<file path="config.mk">
export PLATFORM = sky130hd
export DESIGN_NAME = rr_grant_arbiter
export DESIGN_NICKNAME = d
export VERILOG_FILES = /design/src/rtl/arb_pkg.sv /design/src/rtl/rr_pick.sv /design/src/rtl/rr_grant_arbiter.sv
export SDC_FILE = /design/constraint.sdc
export NUM_CORES = 1
export LEC_CHECK = 0
export ABC_AREA = 1
export CELL_PAD_IN_SITES_DETAIL_PLACEMENT = 1
export CELL_PAD_IN_SITES_GLOBAL_PLACEMENT = 1
export CORE_MARGIN = 2
export CORE_UTILIZATION = 39
export DETAILED_ROUTE_END_ITERATION = 6
export PLACE_DENSITY = 0.85
export SETUP_SLACK_MARGIN = 0.2
export SLEW_MARGIN = 20
export SYNTH_ARGS = -nofsm -noshare
export SYNTH_HDL_FRONTEND = slang
export SYNTH_SLANG_ARGS = --single-unit
</file>
<file path="constraint.sdc">
create_clock -name clock -period 2.2 [get_ports clock]
set_clock_uncertainty 0.05 [all_clocks]
set_input_delay 0.66 -clock clock [delete_from_list [all_inputs] [get_ports clock]]
set_output_delay 0.66 -clock clock [all_outputs]
set_load 0.05 [all_outputs]
</file>
<file path="src/rtl/arb_pkg.sv">
// Shared types and defaults for the round-robin grant arbiter.
// Holds the FSM encoding, parameter defaults and the hold-counter width helper.
package arb_pkg;

    typedef enum logic [1:0] {
        ST_IDLE    = 2'd0,
        ST_GRANT   = 2'd1,
        ST_RELEASE = 2'd2
    } arb_state_e;

    localparam int DEF_NUM_REQ  = 4;
    localparam int DEF_MAX_HOLD = 16;

    function automatic int hold_cnt_width(input int max_hold);
        return $clog2(max_hold + 1);
    endfunction

endpackage

</file>
<file path="src/rtl/rr_pick.sv">
// Combinational round-robin winner select: rotate req by ptr, priority-encode
// the lowest set bit, then add ptr back modulo NUM_REQ.
module rr_pick #(
    parameter int NUM_REQ = 4,
    localparam int IW = $clog2(NUM_REQ)
) (
    input  logic [NUM_REQ-1:0] req,
    input  logic [IW-1:0]      ptr,
    output logic [IW-1:0]      idx,
    output logic               valid
);

    logic [2*NUM_REQ-1:0] dbl_shift;
    logic [NUM_REQ-1:0]   rot;
    logic [IW-1:0]        off;
    logic [IW:0]          sum;

    always_comb begin
        dbl_shift = {req, req} >> ptr;
        rot       = dbl_shift[NUM_REQ-1:0];
        off       = '0;
        // Scan downward so the lowest set bit (closest to ptr) wins.
        for (int i = NUM_REQ - 1; i >= 0; i--) begin
            if (rot[i]) begin
                off = IW'(i);
            end
        end
        valid = |req;
        sum   = {1'b0, off} + {1'b0, ptr};
        if (sum >= (IW+1)'(NUM_REQ)) begin
            idx = IW'(sum - (IW+1)'(NUM_REQ));
        end else begin
            idx = sum[IW-1:0];
        end
    end

endmodule

</file>
<file path="src/rtl/rr_grant_arbiter.sv">
// Round-robin arbiter with registered one-hot grant and a bounded tenure;
// a holder exceeding MAX_HOLD cycles is revoked with a one-cycle timeout pulse.
module rr_grant_arbiter
    import arb_pkg::*;
#(
    parameter int NUM_REQ  = DEF_NUM_REQ,
    parameter int MAX_HOLD = DEF_MAX_HOLD
) (
    input  logic                       clock,
    input  logic                       reset_n,
    input  logic [NUM_REQ-1:0]         req,
    output logic [NUM_REQ-1:0]         gnt,
    output logic [$clog2(NUM_REQ)-1:0] gnt_id,
    output logic                       busy,
    output logic                       timeout,
    output logic [1:0]                 dbg_state
);

    localparam int IW = $clog2(NUM_REQ);
    localparam int HW = hold_cnt_width(MAX_HOLD);

    arb_state_e         state_q, state_d;
    logic [NUM_REQ-1:0] gnt_q, gnt_d;
    logic [IW-1:0]      id_q, id_d;
    logic [IW-1:0]      ptr_q, ptr_d;
    logic [HW-1:0]      hold_q, hold_d;
    logic               busy_q, busy_d;
    logic               to_q, to_d;

    logic [IW-1:0]      pick_idx;
    logic               pick_valid;
    logic [IW-1:0]      next_ptr;
    logic [HW-1:0]      hold_inc;

    rr_pick #(.NUM_REQ(NUM_REQ)) u_pick (
        .req   (req),
        .ptr   (ptr_q),
        .idx   (pick_idx),
        .valid (pick_valid)
    );

    always_comb begin
        next_ptr = (id_q == IW'(NUM_REQ - 1)) ? '0 : id_q + 1'b1;
        hold_inc = (hold_q == HW'(MAX_HOLD)) ? hold_q : hold_q + 1'b1;

        state_d = state_q;
        gnt_d   = gnt_q;
        id_d    = id_q;
        ptr_d   = ptr_q;
        hold_d  = hold_q;
        busy_d  = busy_q;
        to_d    = 1'b0;

        case (state_q)
            ST_IDLE, ST_RELEASE: begin
                gnt_d   = '0;
                busy_d  = 1'b0;
                state_d = ST_IDLE;
                if (pick_valid) begin
                    gnt_d[pick_idx] = 1'b1;
                    id_d            = pick_idx;
                    busy_d          = 1'b1;
                    hold_d          = '0;
                    state_d         = ST_GRANT;
                end
            end
            ST_GRANT: begin
                hold_d = hold_inc;
                // A voluntary release wins over a revoke on the same edge.
                if (!req[id_q]) begin
                    gnt_d   = '0;
                    busy_d  = 1'b0;
                    ptr_d   = next_ptr;
                    state_d = ST_RELEASE;
                end else if (hold_inc == HW'(MAX_HOLD)) begin
                    gnt_d   = '0;
                    busy_d  = 1'b0;
                    to_d    = 1'b1;
                    ptr_d   = next_ptr;
                    state_d = ST_RELEASE;
                end
            end
            default: begin
                gnt_d   = '0;
                busy_d  = 1'b0;
                state_d = ST_IDLE;
            end
        endcase
    end

    always_ff @(posedge clock or negedge reset_n) begin
        if (!reset_n) begin
            state_q <= ST_IDLE;
            gnt_q   <= '0;
            id_q    <= '0;
            ptr_q   <= '0;
            hold_q  <= '0;
            busy_q  <= 1'b0;
            to_q    <= 1'b0;
        end else begin
            state_q <= state_d;
            gnt_q   <= gnt_d;
            id_q    <= id_d;
            ptr_q   <= ptr_d;
            hold_q  <= hold_d;
            busy_q  <= busy_d;
            to_q    <= to_d;
        end
    end

    assign gnt       = gnt_q;
    assign gnt_id    = id_q;
    assign busy      = busy_q;
    assign timeout   = to_q;
    assign dbg_state = state_q;

endmodule

</file>
==> results of run 1 <==
-- power groups by stage --
stage	clock network (W)	registers [W]	logic (W)
after floorplan	0	0.000659	0.000816
after global placement	0	0.000515	0.00129
after detailed placement	0	0.000520	0.00135
after CTS	0.000203	0.000517	0.00141
after global routing	0.000226	0.000534	0.00154
final	0.000200	0.000516	0.00139
-- sequential cells by signal, summed over array words and instances (netlist names) --
name and count:
dbg_state 2, gnt 4, gnt_id 2, hold_q 5, ptr_q 2, timeout 1
-- final timing paths --
check | endpoint | start | slack (ps) | cells after the start
min in group asynchronous | hold_q[4] | reset_n | 630 | 2
worst min register to register | gnt[3] | gnt[3] | 440 | 2
worst max-delay path | gnt[3] | req[1] | 300 | 11
worst min-delay path | gnt[3] | gnt[3] | 440 | 2
worst max register to register | gnt[3] | ptr_q[1] | 390 | 10
max in group asynchronous | ptr_q[0] | reset_n | 1270 | 2
-- repair_timing --
action / in CTS / in global routing
gates resized for setup: 13 / 1
endpoints found under the setup margin: 7 / 3
hold buffers: 0 / 0
pin swaps: 4 / 0
hold endpoints to repair: 0 / 0
-- logic make-up (layout without fill, tap and decap cells) --
family	count (synthesis)	in the layout	share of synthesized area, %
flops	16	16	37.87
simple gates	79	79	40.71
xor+xnor	4	4	4.025
buf+inv	18	44	7.099
fa+ha+maj	4	4	4.734
compound gates	11	11	5.562
-- cell usage in the layout (no fill, tap or decap), drive strengths merged --
cell type,count
buf,18
a21boi,1
dlygate4sd2,5
and2,1
nor3,1
a21oi,3
ha,4
nand3,28
nand3b,1
inv,16
clkbuf,4
nand2,38
o22ai,1
dfrtp,16
clkdlybuf4s50,1
xor2,4
o21ai,6
nor2,8
nand4,2
-- worst reg2reg max path, cell delays in order (launching register included) --
cell,delay [ps]
sky130_fd_sc_hd__dfrtp_1,500
sky130_fd_sc_hd__inv_2,170
sky130_fd_sc_hd__nand3_1,110
sky130_fd_sc_hd__nand2_2,80
sky130_fd_sc_hd__nand3_1,60
sky130_fd_sc_hd__a21boi_1,160
sky130_fd_sc_hd__ha_2,310
sky130_fd_sc_hd__inv_1,70
sky130_fd_sc_hd__nor2_1,50
sky130_fd_sc_hd__nand3_1,100
sky130_fd_sc_hd__nand2_1,50
-- cell usage after synthesis --
library cell	instances
sky130_fd_sc_hd__nand3b_2	1
sky130_fd_sc_hd__ha_1	4
sky130_fd_sc_hd__nand2_2	7
sky130_fd_sc_hd__a21oi_1	3
sky130_fd_sc_hd__o22ai_1	1
sky130_fd_sc_hd__dfrtp_1	16
sky130_fd_sc_hd__nor2_4	1
sky130_fd_sc_hd__nand2_4	1
sky130_fd_sc_hd__nor2_1	6
sky130_fd_sc_hd__nand4_2	2
sky130_fd_sc_hd__nand3_2	7
sky130_fd_sc_hd__nor2_2	1
sky130_fd_sc_hd__xor2_2	1
sky130_fd_sc_hd__nand2_1	30
sky130_fd_sc_hd__buf_4	2
sky130_fd_sc_hd__nor3_1	1
sky130_fd_sc_hd__inv_1	12
sky130_fd_sc_hd__and2_1	1
sky130_fd_sc_hd__o21ai_0	6
sky130_fd_sc_hd__xor2_1	3
sky130_fd_sc_hd__a21boi_0	1
sky130_fd_sc_hd__inv_2	4
sky130_fd_sc_hd__nand3_1	21
-- through the flow --
stage / utilization, % / worst slack (ps) / total power (W)
detailed placement: 50.55 / -228.7 / 0.001870
global placement: 50.55 / -147.2 / 0.001806
global route: 52.78 / 201.4 / 0.002299
finish: 52.78 / 303.3 / 0.002104
floorplan: - / 415.6 / 0.001475
CTS: 52.73 / 310.4 / 0.002126
-- layout make-up --
class / instances / area [µm²]
Clock buffer: 4 / 36.28
Fill cell: 318 / 1191
Inverter: 16 / 60.06
Multi-Input combinational cell: 98 / 606.8
Sequential cell: 16 / 401.6
Tap cell: 30 / 37.54
Timing Repair Buffer: 24 / 188.9
-- metal layers --
layer	GRT usage [%]	wire, µm	up-vias
li1	-	-	481
met1	20.55	1098	485
met2	34.96	1429	7
met3	2.093	32	4
met4	7.143	34	0
met5	0	0	-
==> summary.md, run 1 <==
| Metric | Value |
|---|---|
| Status | completed |
| Pin count of the biggest net entering global routing | 17 |
| Final critical-path share of the clock period | between 80% and 90% |
| Vias in the first global route | ~1,100 |
| CP required | about 2300 ps |
| Buffering stage count on the worst path with inverters included | 2 |
| Register bit count reported by yosys | 16 |
| All-layer global routing usage | 18.39% |
| Post-placement cell area | between 1000 and 1500 µm² |
| CTS buffer count | 3 |
| Top post-synthesis cells by area | sky130_fd_sc_hd__dfrtp_1 (38%), sky130_fd_sc_hd__nand2_1 (11%), sky130_fd_sc_hd__nand3_1 (9.9%), sky130_fd_sc_hd__nand3_2 (6.6%), sky130_fd_sc_hd__ha_1 (4.7%) |
| Sw Share | between 50% and 60% |
| Number of slew-limit violations in the final report | 0 |
| Clock net sink count | 16 |
| Post-synthesis cell type with the largest combined area | sky130_fd_sc_hd__dfrtp_1 |
| Chip Width | around 56 µm |
| Cell area after synthesis | 1057 µm² |
| Stage delay of the slowest cell on the critical path | 310 ps |
| CTS root buffer | sky130_fd_sc_hd__clkbuf_4 |
| Clock tree from TritonCTS | yes |
| Drt wl/cell | ~14 µm |
| Port Buf Inserts | 15 |
| Total Negative Setup Slacks | 0 ps |
| Number of detailed-routing iterations run before antenna repair | 2 |
| Hold violation count in the final report | 0 |
| Cell total after placement | 184 |
| Area growth from synthesis to final layout | 25.92% |
| Num ports | 16 |
| CP most frequent cell | sky130_fd_sc_hd__nand3_1 |
| Final design area excluding fillers | 1331 µm² |
| Fraction of layout cells with a size suffix above 1 | around a third |
| Power spent charging and discharging nets | around 0.0011 W |
| Number of warnings printed during yosys synthesis | 0 |
| Residual DRC count | 0 |
| Crit-path max FO | 4 |
| Classification of the worst setup path | in -> reg |
| Max Fclk | approximately 530 MHz |
| Total Wirelength | 2.594 mm |
| Clock transition at the registers of the reported paths | approximately 100 ps |
| Sequential area share after synthesis | 37.87% |
| Die ar. | between 3000 and 4000 µm² |
| Family of cells with the greatest summed delay on the critical path | simple AND/OR/NAND/NOR gates |
| Period minus WS final | between 1500 and 2000 ps |
| Sequential group share of total power | roughly a quarter |
| Area of the placeable core | 2522 µm² |
| Fraction of synthesized cell area taken by the top area cell type | 37.87% |
| Number of antenna-violating nets in the routed design | 0 |
| Critical-path cell list | dlygate4sd2_1 -> nand2_1 -> nand3_1 -> nand2_2 -> nand3_1 -> a21boi_1 -> ha_2 -> inv_1 -> nor2_1 -> nand3_1 -> nand2_1 |
| Combinational share of power | 66.0% |
| Nature of the critical path endpoint | flop |
| Post-synth cell types | 23 |
| Final net count | ~170 |
| Internal power | approximately 0.00099 W |
| Vias | between 900 and 1,000 |
| Cell Count, Final, Fillers Out | about 190 |
| Vias/cell | 5.197 |
| Row count | 18 |
| Worst-case clock buffer depth | 2 |
| Detailed router's first-iteration violation count | 15 |
| Wire length of the first global-routing pass | approximately 4.7 mm |
| Clock latency at the later pin of the worst-skew pair | slightly below 300 ps |
| Transition time of the tightest slew-check pin | approximately 500 ps |
| LEAKAGE | 0.7041 nW |
| Routability Congestion | ~0.84 |
| Type of element launching the critical path | input pin |
| Setup repair after global routing missed its margin | no |
| Average cell area after synthesis | roughly 8.0 µm² |
| Instance count of the mapped netlist | ~130 |
| Setup violators final | 0 |
| Areal power density over the cells | 1581 nW/µm² |
| GRT overflow | 0 |
| Number of max-cap violations | 0 |
| Headroom to the max-slew limit | approximately 67% |
| Max IR drop VDD | between 0.7 and 0.8 mV |
| Starting density of the core | between 40% and 50% |
| Vertical die dimension | 56.07 µm |
| Diodes inserted | 0 |
| Clock power frac | under 10% |
| Slowest-stage cell, CP | sky130_fd_sc_hd__ha_2 |
| Post-detailed-placement half-perimeter wirelength | approximately 2.1 mm |
| Type of the most critical hold path | reg -> reg |
| Number of post-CTS setup repair buffers | 0 |
| Initial antenna violation count | 0 |
| Worst EP arrival | between 2000 and 2500 ps |
| CTS H-tree depth | 1 |
| Post-Route Hold Slack | roughly 440 ps |
| Synthesized netlist net count | 142 |
Note: power is estimated with default switching activity, not from simulation.
==> run 2: changes to the inputs <==
--- a/config.mk
+++ b/config.mk
@@ -6,12 +6,13 @@
 export NUM_CORES = 1
 export LEC_CHECK = 0
 export ABC_AREA = 1
+export ABC_CLOCK_PERIOD_IN_PS = 1500
 export CELL_PAD_IN_SITES_DETAIL_PLACEMENT = 1
 export CELL_PAD_IN_SITES_GLOBAL_PLACEMENT = 1
 export CORE_MARGIN = 2
-export CORE_UTILIZATION = 39
+export CORE_UTILIZATION = 35
 export DETAILED_ROUTE_END_ITERATION = 6
-export PLACE_DENSITY = 0.85
+export PLACE_DENSITY = 0.78
 export SETUP_SLACK_MARGIN = 0.2
 export SLEW_MARGIN = 20
 export SYNTH_ARGS = -nofsm -noshare
==> constraint.sdc (replaced) <==
create_clock -name clock -period 1.5 [get_ports clock]
set_clock_uncertainty 0.05 [all_clocks]
set_input_delay 0.45 -clock clock [delete_from_list [all_inputs] [get_ports clock]]
set_output_delay 0.45 -clock clock [all_outputs]
set_load 0.05 [all_outputs]
==> summary.md, run 2 (synthesis gave the netlist of run 1 again) <==
| Metric | Value |
|---|---|
| Vias/cell | 5.309 |
| Failing checks | design-rule violations, negative setup slack |
| CP required | between 1500 and 2000 ps |
| Die ar. | 3476 µm² |
| Met2 wire length | between 2 and 3 mm |
| Largest register by flop count | hold_q |
| Wire length of the first global-routing pass | 6.810 mm |
| Number of slew-limit violations in the final report | 0 |
| Highest metal layer with signal wires | met4 |
| Crit-path max FO | 5 |
| Routability Congestion | between 0.7 and 0.8 |
| Vertical die dimension | 58.96 µm |
| Endpoint of the worst register-to-register path | gnt[0] |
| Vias in the first global route | 1,337 |
| Pin count of the biggest net entering global routing | 17 |
| CTS root buffer | sky130_fd_sc_hd__clkbuf_4 |
| Hold violation count in the final report | 0 |
| Max Fclk | 584.7 MHz |
| GRT overflow | 0 |
| Setup repair after global routing missed its margin | yes |
| Number of detailed-routing iterations run before antenna repair | 6 |
| Port Buf Inserts | 15 |
| Clock net sink count | 16 |
| Number of max-cap violations | 0 |
| Diodes inserted | 0 |
| Num ports | 16 |
| Total Negative Setup Slacks | -2035 ps |
| WP depth | 9 |
| Stage delay of the slowest cell on the critical path | between 400 and 500 ps |
| Detailed router's first-iteration violation count | 68 |
| Flip-flop count of the largest register, all copies and words added | 5 |
| Transition time of the tightest slew-check pin | a little under 300 ps |
| Drt wl/cell | 20.32 µm |
| Post-route core utilization | approximately 70% |
| Family of cells with the greatest summed delay on the critical path | simple AND/OR/NAND/NOR gates |
| Initial antenna violation count | 0 |
| CP most frequent cell | sky130_fd_sc_hd__nand3_2 |
| LEAKAGE | about 0.92 nW |
| Slowest-stage cell, CP | sky130_fd_sc_hd__dfrtp_2 |
| Vias | approximately 1,200 |
| Starting density of the core | a little under two fifths |
| Max IR drop VDD | about 1.2 mV |
| Total Wirelength | between 4 and 5 mm |
| CTS buffer count | 3 |
| Reg-to-reg critical path startpoint | ptr_q[1] |
| Chip Width | between 50 and 60 µm |
| Post-Route Hold Slack | about 400 ps |
| Number of antenna-violating nets in the routed design | 0 |
| FF-to-FF path depth | 9 |
| Worst EP arrival | 1920 ps |
| Final critical-path share of the clock period | 114.0% |
| Leading cell type in the layout, fill and taps excluded | sky130_fd_sc_hd__buf_4 |
| Post-layout power | around 0.0048 W |
| Type of element launching the critical path | flop |
| End point of the critical path | gnt[0] |
| Metal1 wirelength | about 1.6 mm |
| Setup violators final | 12 |
| Nature of the critical path endpoint | flop |
| CTS H-tree depth | 1 |
| Critical-path cell list | inv_4 -> nand3_2 -> nand2_2 -> nand3_2 -> a21boi_4 -> ha_4 -> nor2_4 -> nand3_2 -> nand2_1 |
| Startpoint of the worst setup timing path | ptr_q[1] |
| Area of the placeable core | ~2800 µm² |
| Period minus WS final | 1710 ps |
| Residual DRC count | 1 |
| Fraction of layout cells with a size suffix above 1 | 69.89% |
| Area growth from synthesis to final layout | 81.54% |
| All-layer global routing usage | around 27% |
| Amount of wire on met3 after detailed routing | roughly 63 µm |
| Buffering stage count on the worst path with inverters included | 1 |
| Type of the most critical hold path | in -> async |
| Most used cells in the layout excluding fill and tap cells | sky130_fd_sc_hd__buf_4 (32), sky130_fd_sc_hd__nand3_2 (21), sky130_fd_sc_hd__nand2_1 (18) |
| Cell Count, Final, Fillers Out | between 200 and 250 |
| Reg2Reg Setup Slack | -210 ps |
| Areal power density over the cells | approximately 2500 nW/µm² |
| Clock latency at the later pin of the worst-skew pair | between 300 and 400 ps |
| Clock transition at the registers of the reported paths | between 100 and 150 ps |
| Worst-case clock buffer depth | 2 |
| Headroom to the max-slew limit | about four fifths |
| Final net count | around 200 |
| Cell total after placement | between 150 and 200 |
| Classification of the worst setup path | reg -> reg |
| Slack of the critical path | -210.3 ps |
| Row count | 19 |
| Clock tree from TritonCTS | yes |
| Post-detailed-placement half-perimeter wirelength | around 2.6 mm |
| Status | finished, violations left |
[run 2: layout make-up]
type | instances | area (µm²)
fill | 308 | 885.9
tap | 31 | 38.79
timing repair buffer | 52 | 534.3
multi-input combinational | 98 | 830.8
sequential | 16 | 409.1
inverter | 16 | 70.07
clock buffer | 4 | 36.28
[run 2: per-layer routing]
metal | global-route usage [%] | vias up
met5 | 0 | -
met4 | 12.01 | 0
met3 | 2.198 | 11
met2 | 52.70 | 20
met1 | 28.77 | 579
li1 | - | 542
[run 2: per-stage QoR]
step                      setup slack, ps  cell area [µm²]
after global placement             -520.5             1564
final                              -210.3             1919
after floorplan                    -27.95             1144
after detailed placement           -645.3             1564
after CTS                          -170.9             1795
after global routing               -293.7             1919
[run 2: where the power goes]
group,internal (W),switching (W)
Clock,0.000149,0.000167
Sequential,0.000598,0.000253
Combinational,0.00160,0.00198
Total,0.00235,0.00240
[run 2: how the worst min path moves through the flow]
stage / from / slack (ps) / end / depth (start not counted)
3_3_place_gp: gnt[1] / 480 / gnt[1] / 2
6_report: reset_n / 400 / hold_q[4] / 2
3_5_place_dp: gnt[3] / 490 / gnt[3] / 2
5_1_grt: reset_n / 450 / hold_q[4] / 2
4_1_cts: reset_n / 430 / hold_q[2] / 2
2_1_floorplan: reset_n / 100 / dbg_state[0] / 0
[run 2: repair_timing]
item	4_1_cts	5_1_grt
pin swaps	16	12
hold buffers	0	0
resized for setup	40	23
setup endpoints to repair	26	26
cloned	0	0
buffers inserted	8	9
==> run 3: changes to the inputs <==
--- a/config.mk
+++ b/config.mk
@@ -10,11 +10,12 @@
 export CELL_PAD_IN_SITES_DETAIL_PLACEMENT = 1
 export CELL_PAD_IN_SITES_GLOBAL_PLACEMENT = 1
 export CORE_MARGIN = 2
-export CORE_UTILIZATION = 35
+export CORE_UTILIZATION = 34
 export DETAILED_ROUTE_END_ITERATION = 6
-export PLACE_DENSITY = 0.78
+export PLACE_DENSITY = 0.77
 export SETUP_SLACK_MARGIN = 0.2
 export SLEW_MARGIN = 20
 export SYNTH_ARGS = -nofsm -noshare
 export SYNTH_HDL_FRONTEND = slang
+export SYNTH_HIERARCHICAL = 1
 export SYNTH_SLANG_ARGS = --single-unit
==> summary.md, run 3 <==
| Metric | Value |
|---|---|
| Status | finished, violations left |
| Failing checks | design-rule violations, negative setup slack |
| Family of cells with the greatest summed delay on the critical path | simple AND/OR/NAND/NOR gates |
| Area fraction in compound gates after synthesis | a little over 7% |
| Row count | 19 |
| Nature of the critical path endpoint | flop |
| Period minus WS final | around 2000 ps |
| Cell area after synthesis | between 1000 and 1500 µm² |
| WP depth | 12 |
| Xor and xnor fraction of the mapped netlist area | under 10% |
| Type of the most critical hold path | in -> async |
| Mux share of post-synthesis cell area | 0% |
| Slowest-stage cell, CP | sky130_fd_sc_hd__dfrtp_2 |
| Buffering stage count on the worst path with inverters included | 2 |
| Sequential area share after synthesis | 39.36% |
| Headroom to the max-slew limit | roughly 84% |
| Synth Area in Adders | slightly below 5% |
| Leading cell type in the layout, fill and taps excluded | sky130_fd_sc_hd__nand2_1 |
| Post-route core utilization | about two thirds |
| Num ports | 16 |
| CTS root buffer | sky130_fd_sc_hd__clkbuf_4 |
| Setup repair after global routing missed its margin | yes |
| All-layer global routing usage | between 20 and 25% |
| Final design area excluding fillers | ~1900 µm² |
| Most used cells in the layout excluding fill and tap cells | sky130_fd_sc_hd__nand2_1 (25), sky130_fd_sc_hd__buf_4 (21), sky130_fd_sc_hd__nand2_2 (15), sky130_fd_sc_hd__buf_6 (15), sky130_fd_sc_hd__nand3_2 (11) |
| Fraction of layout cells with a size suffix above 1 | 65.95% |
| Area of the placeable core | 2805 µm² |
| FF-to-FF path depth | 12 |
| Starting density of the core | between 30% and 40% |
| Cell Count, Final, Fillers Out | 216 |
| Stage delay of the slowest cell on the critical path | 480 ps |
| End point of the critical path | gnt[2] |
| Clock net sink count | 16 |
| Main combinational cell family by area after synthesis | simple AND/OR/NAND/NOR gates |
| FILL cells | 292 |
| Simple-Gate Fraction of Synth Area | about two fifths |
| Most instantiated library cell after synthesis | sky130_fd_sc_hd__nand2_1 |
| Post-detailed-placement half-perimeter wirelength | 2.391 mm |
| Number of detailed-routing iterations run before antenna repair | 7 |
| Setup violators final | 12 |
| Clock transition at the registers of the reported paths | 110 ps |
| Critical-path cell list | inv_4 -> nand2_4 -> nand3_2 -> nand2_2 -> nand3_2 -> a21boi_4 -> ha_4 -> xor2_2 -> nand2_1 -> nand2_4 -> inv_4 -> o31ai_4 |
| Post-synth cell types | 22 |
| Register bit count reported by yosys | 16 |
| Instance count of the mapped netlist | approximately 130 |
| Post-synthesis cell type with the largest combined area | sky130_fd_sc_hd__dfrtp_1 |
| Top cells by instance count after synthesis | sky130_fd_sc_hd__nand2_1 (43), sky130_fd_sc_hd__nand3_1 (20), sky130_fd_sc_hd__dfrtp_1 (16) |
| Vias | around 1,200 |
| Average cell area after synthesis | about 7.6 µm² |
| Slack of the critical path | -542.6 ps |
| GRT overflow | 0 |
| Total Wirelength | about 5 mm |
| Vias/cell | roughly 5.7 |
| Wire length of the first global-routing pass | about 6.1 mm |
| Residual DRC count | 1 |
| Endpoint of the worst register-to-register path | gnt[2] |
| Chip Width | ~59 µm |
| Number of warnings printed during yosys synthesis | 6 |
| Type of element launching the critical path | flop |
| Drt wl/cell | 23.10 µm |
| Most common flop cell mapped by yosys | sky130_fd_sc_hd__dfrtp_1 |
| Flip-flop count of the largest register, all copies and words added | 5 |
| Clock tree from TritonCTS | yes |
| Total Negative Setup Slacks | -4348 ps |
| Post-placement cell area | roughly 1500 µm² |
| Max Fclk | slightly below 500 MHz |
| Classification of the worst setup path | reg -> reg |
| Max IR drop VDD | 1.589 mV |
| Reg2Reg Setup Slack | -540 ps |
| Detailed router's first-iteration violation count | between 60 and 70 |
| Count of flip-flops with a built-in enable after synthesis | 0 |
| Final critical-path share of the clock period | 136.2% |
| Reg-to-reg critical path startpoint | ptr_q[0] |
| Number of slew-limit violations in the final report | 0 |
| Initial antenna violation count | 0 |
| Pin count of the biggest net entering global routing | 17 |
| Clock latency at the later pin of the worst-skew pair | 310 ps |
| Worst EP arrival | 2220 ps |
| Share of flip-flops with an asynchronous set or reset | between 90% and 100% |
| Post-cts hold buffer count | 0 |
| Startpoint of the worst setup timing path | ptr_q[0] |
| Crit-path max FO | 6 |
| Cell total after placement | slightly below 200 |
| Number of max-cap violations | 0 |
| LEAKAGE | roughly 0.9 nW |
| Transition time of the tightest slew-check pin | around 230 ps |
| Largest register by flop count | hold_q |
| Vias in the first global route | ~1,200 |
| Number of antenna-violating nets in the routed design | 0 |
| Port Buf Inserts | 15 |
| Final net count | between 150 and 200 |
| Diodes inserted | 0 |
| Top post-synthesis cells by area | sky130_fd_sc_hd__dfrtp_1 (39%), sky130_fd_sc_hd__nand2_1 (16%), sky130_fd_sc_hd__nand3_1 (9.8%), sky130_fd_sc_hd__inv_1 (5.2%), sky130_fd_sc_hd__ha_1 (4.9%) |
| CP required | ~1700 ps |
| Areal power density over the cells | roughly 2600 nW/µm² |
| Hold violation count in the final report | 0 |
| Routability Congestion | 0.7789 |
| Vertical die dimension | around 60 µm |
| Synthesized netlist net count | 143 |
| Worst-case clock buffer depth | 2 |
| Area growth from synthesis to final layout | 87.58% |
| Die ar. | ~3400 µm² |
| Fraction of synthesized cell area taken by the top area cell type | 39.36% |
| CTS H-tree depth | 1 |
| CTS buffer count | 3 |
| Pre-CTS WS | -961.6 ps |
[run 3: cell count changes in the layout (fill, tap and decap cells not counted), moves of 3 or more]
| cell | previous run | this run |
|---|---|---|
| sky130_fd_sc_hd__o21ai_2 | 2 | 5 |
| sky130_fd_sc_hd__inv_1 | 5 | 8 |
| sky130_fd_sc_hd__nand2_1 | 18 | 25 |
| sky130_fd_sc_hd__nand2_2 | 11 | 15 |
| sky130_fd_sc_hd__buf_6 | 5 | 15 |
| sky130_fd_sc_hd__buf_4 | 32 | 21 |
| sky130_fd_sc_hd__nand3_2 | 21 | 11 |
[run 3: worst min path at each step]
| stage | from | end | slack (ps) | cells after the start |
|---|---|---|---|---|
| 3_3_place_gp | hold_q[4] | hold_q[4] | 510 | 2 |
| 3_5_place_dp | hold_q[4] | hold_q[4] | 530 | 2 |
| 6_report | reset_n | hold_q[0] | 410 | 2 |
| 5_1_grt | reset_n | hold_q[0] | 400 | 2 |
| 2_1_floorplan | reset_n | busy | 100 | 0 |
| 4_1_cts | reset_n | hold_q[0] | 420 | 2 |
[run 3: cells by family after synthesis]
logic type      count (synthesis)
buf+inv                        18
compound gates                 13
simple gates                   80
xor+xnor                        2
flops                          16
fa+ha+maj                       4
[run 3: metal layers]
layer	vias to the layer above	part of all wire [%]	GRT usage (%)
met5	-	0	0
met4	0	3.7	4.545
met1	624	38	28.16
li1	534	-	-
met3	21	4.2	5.055
met2	45	54	47.03
[run 3: cell type report]
cell class | count | area [µm²] | area share, %
Multi-Input combinational cell | 99 | 799.5 | 41.90
Timing Repair Buffer | 49 | 556.8 | 29.18
Sequential cell | 16 | 407.9 | 21.38
Inverter | 17 | 68.82 | 3.607
Tap cell | 31 | 38.79 | 2.033
Clock buffer | 4 | 36.28 | 1.902
[run 3: timing repair]
| action | CTS | global route |
|---|---|---|
| pin swaps | 12 | 17 |
| endpoints found under the setup margin | 26 | 26 |
| buffers inserted | 10 | 6 |
| gates resized for setup | 57 | 40 |
[run 3: power breakdown]
group          internal (W)  total [W]  switching, W  leakage, nW
combinational       0.00162    0.00372       0.00210        0.680
clock              0.000148   0.000318      0.000170       0.0210
sequential         0.000596   0.000856      0.000260        0.201
[run 3: stage by stage]
| stage | power, W | hold slack [ps] |
|---|---|---|
| 3_3_place_gp | 0.003049 | 512.4 |
| 4_1_cts | 0.003993 | 420.5 |
| 3_5_place_dp | 0.003187 | 528.9 |
| 6_report | 0.004890 | 410.4 |
| 2_1_floorplan | 0.002151 | 104.4 |
| 5_1_grt | 0.005104 | 398.9 |
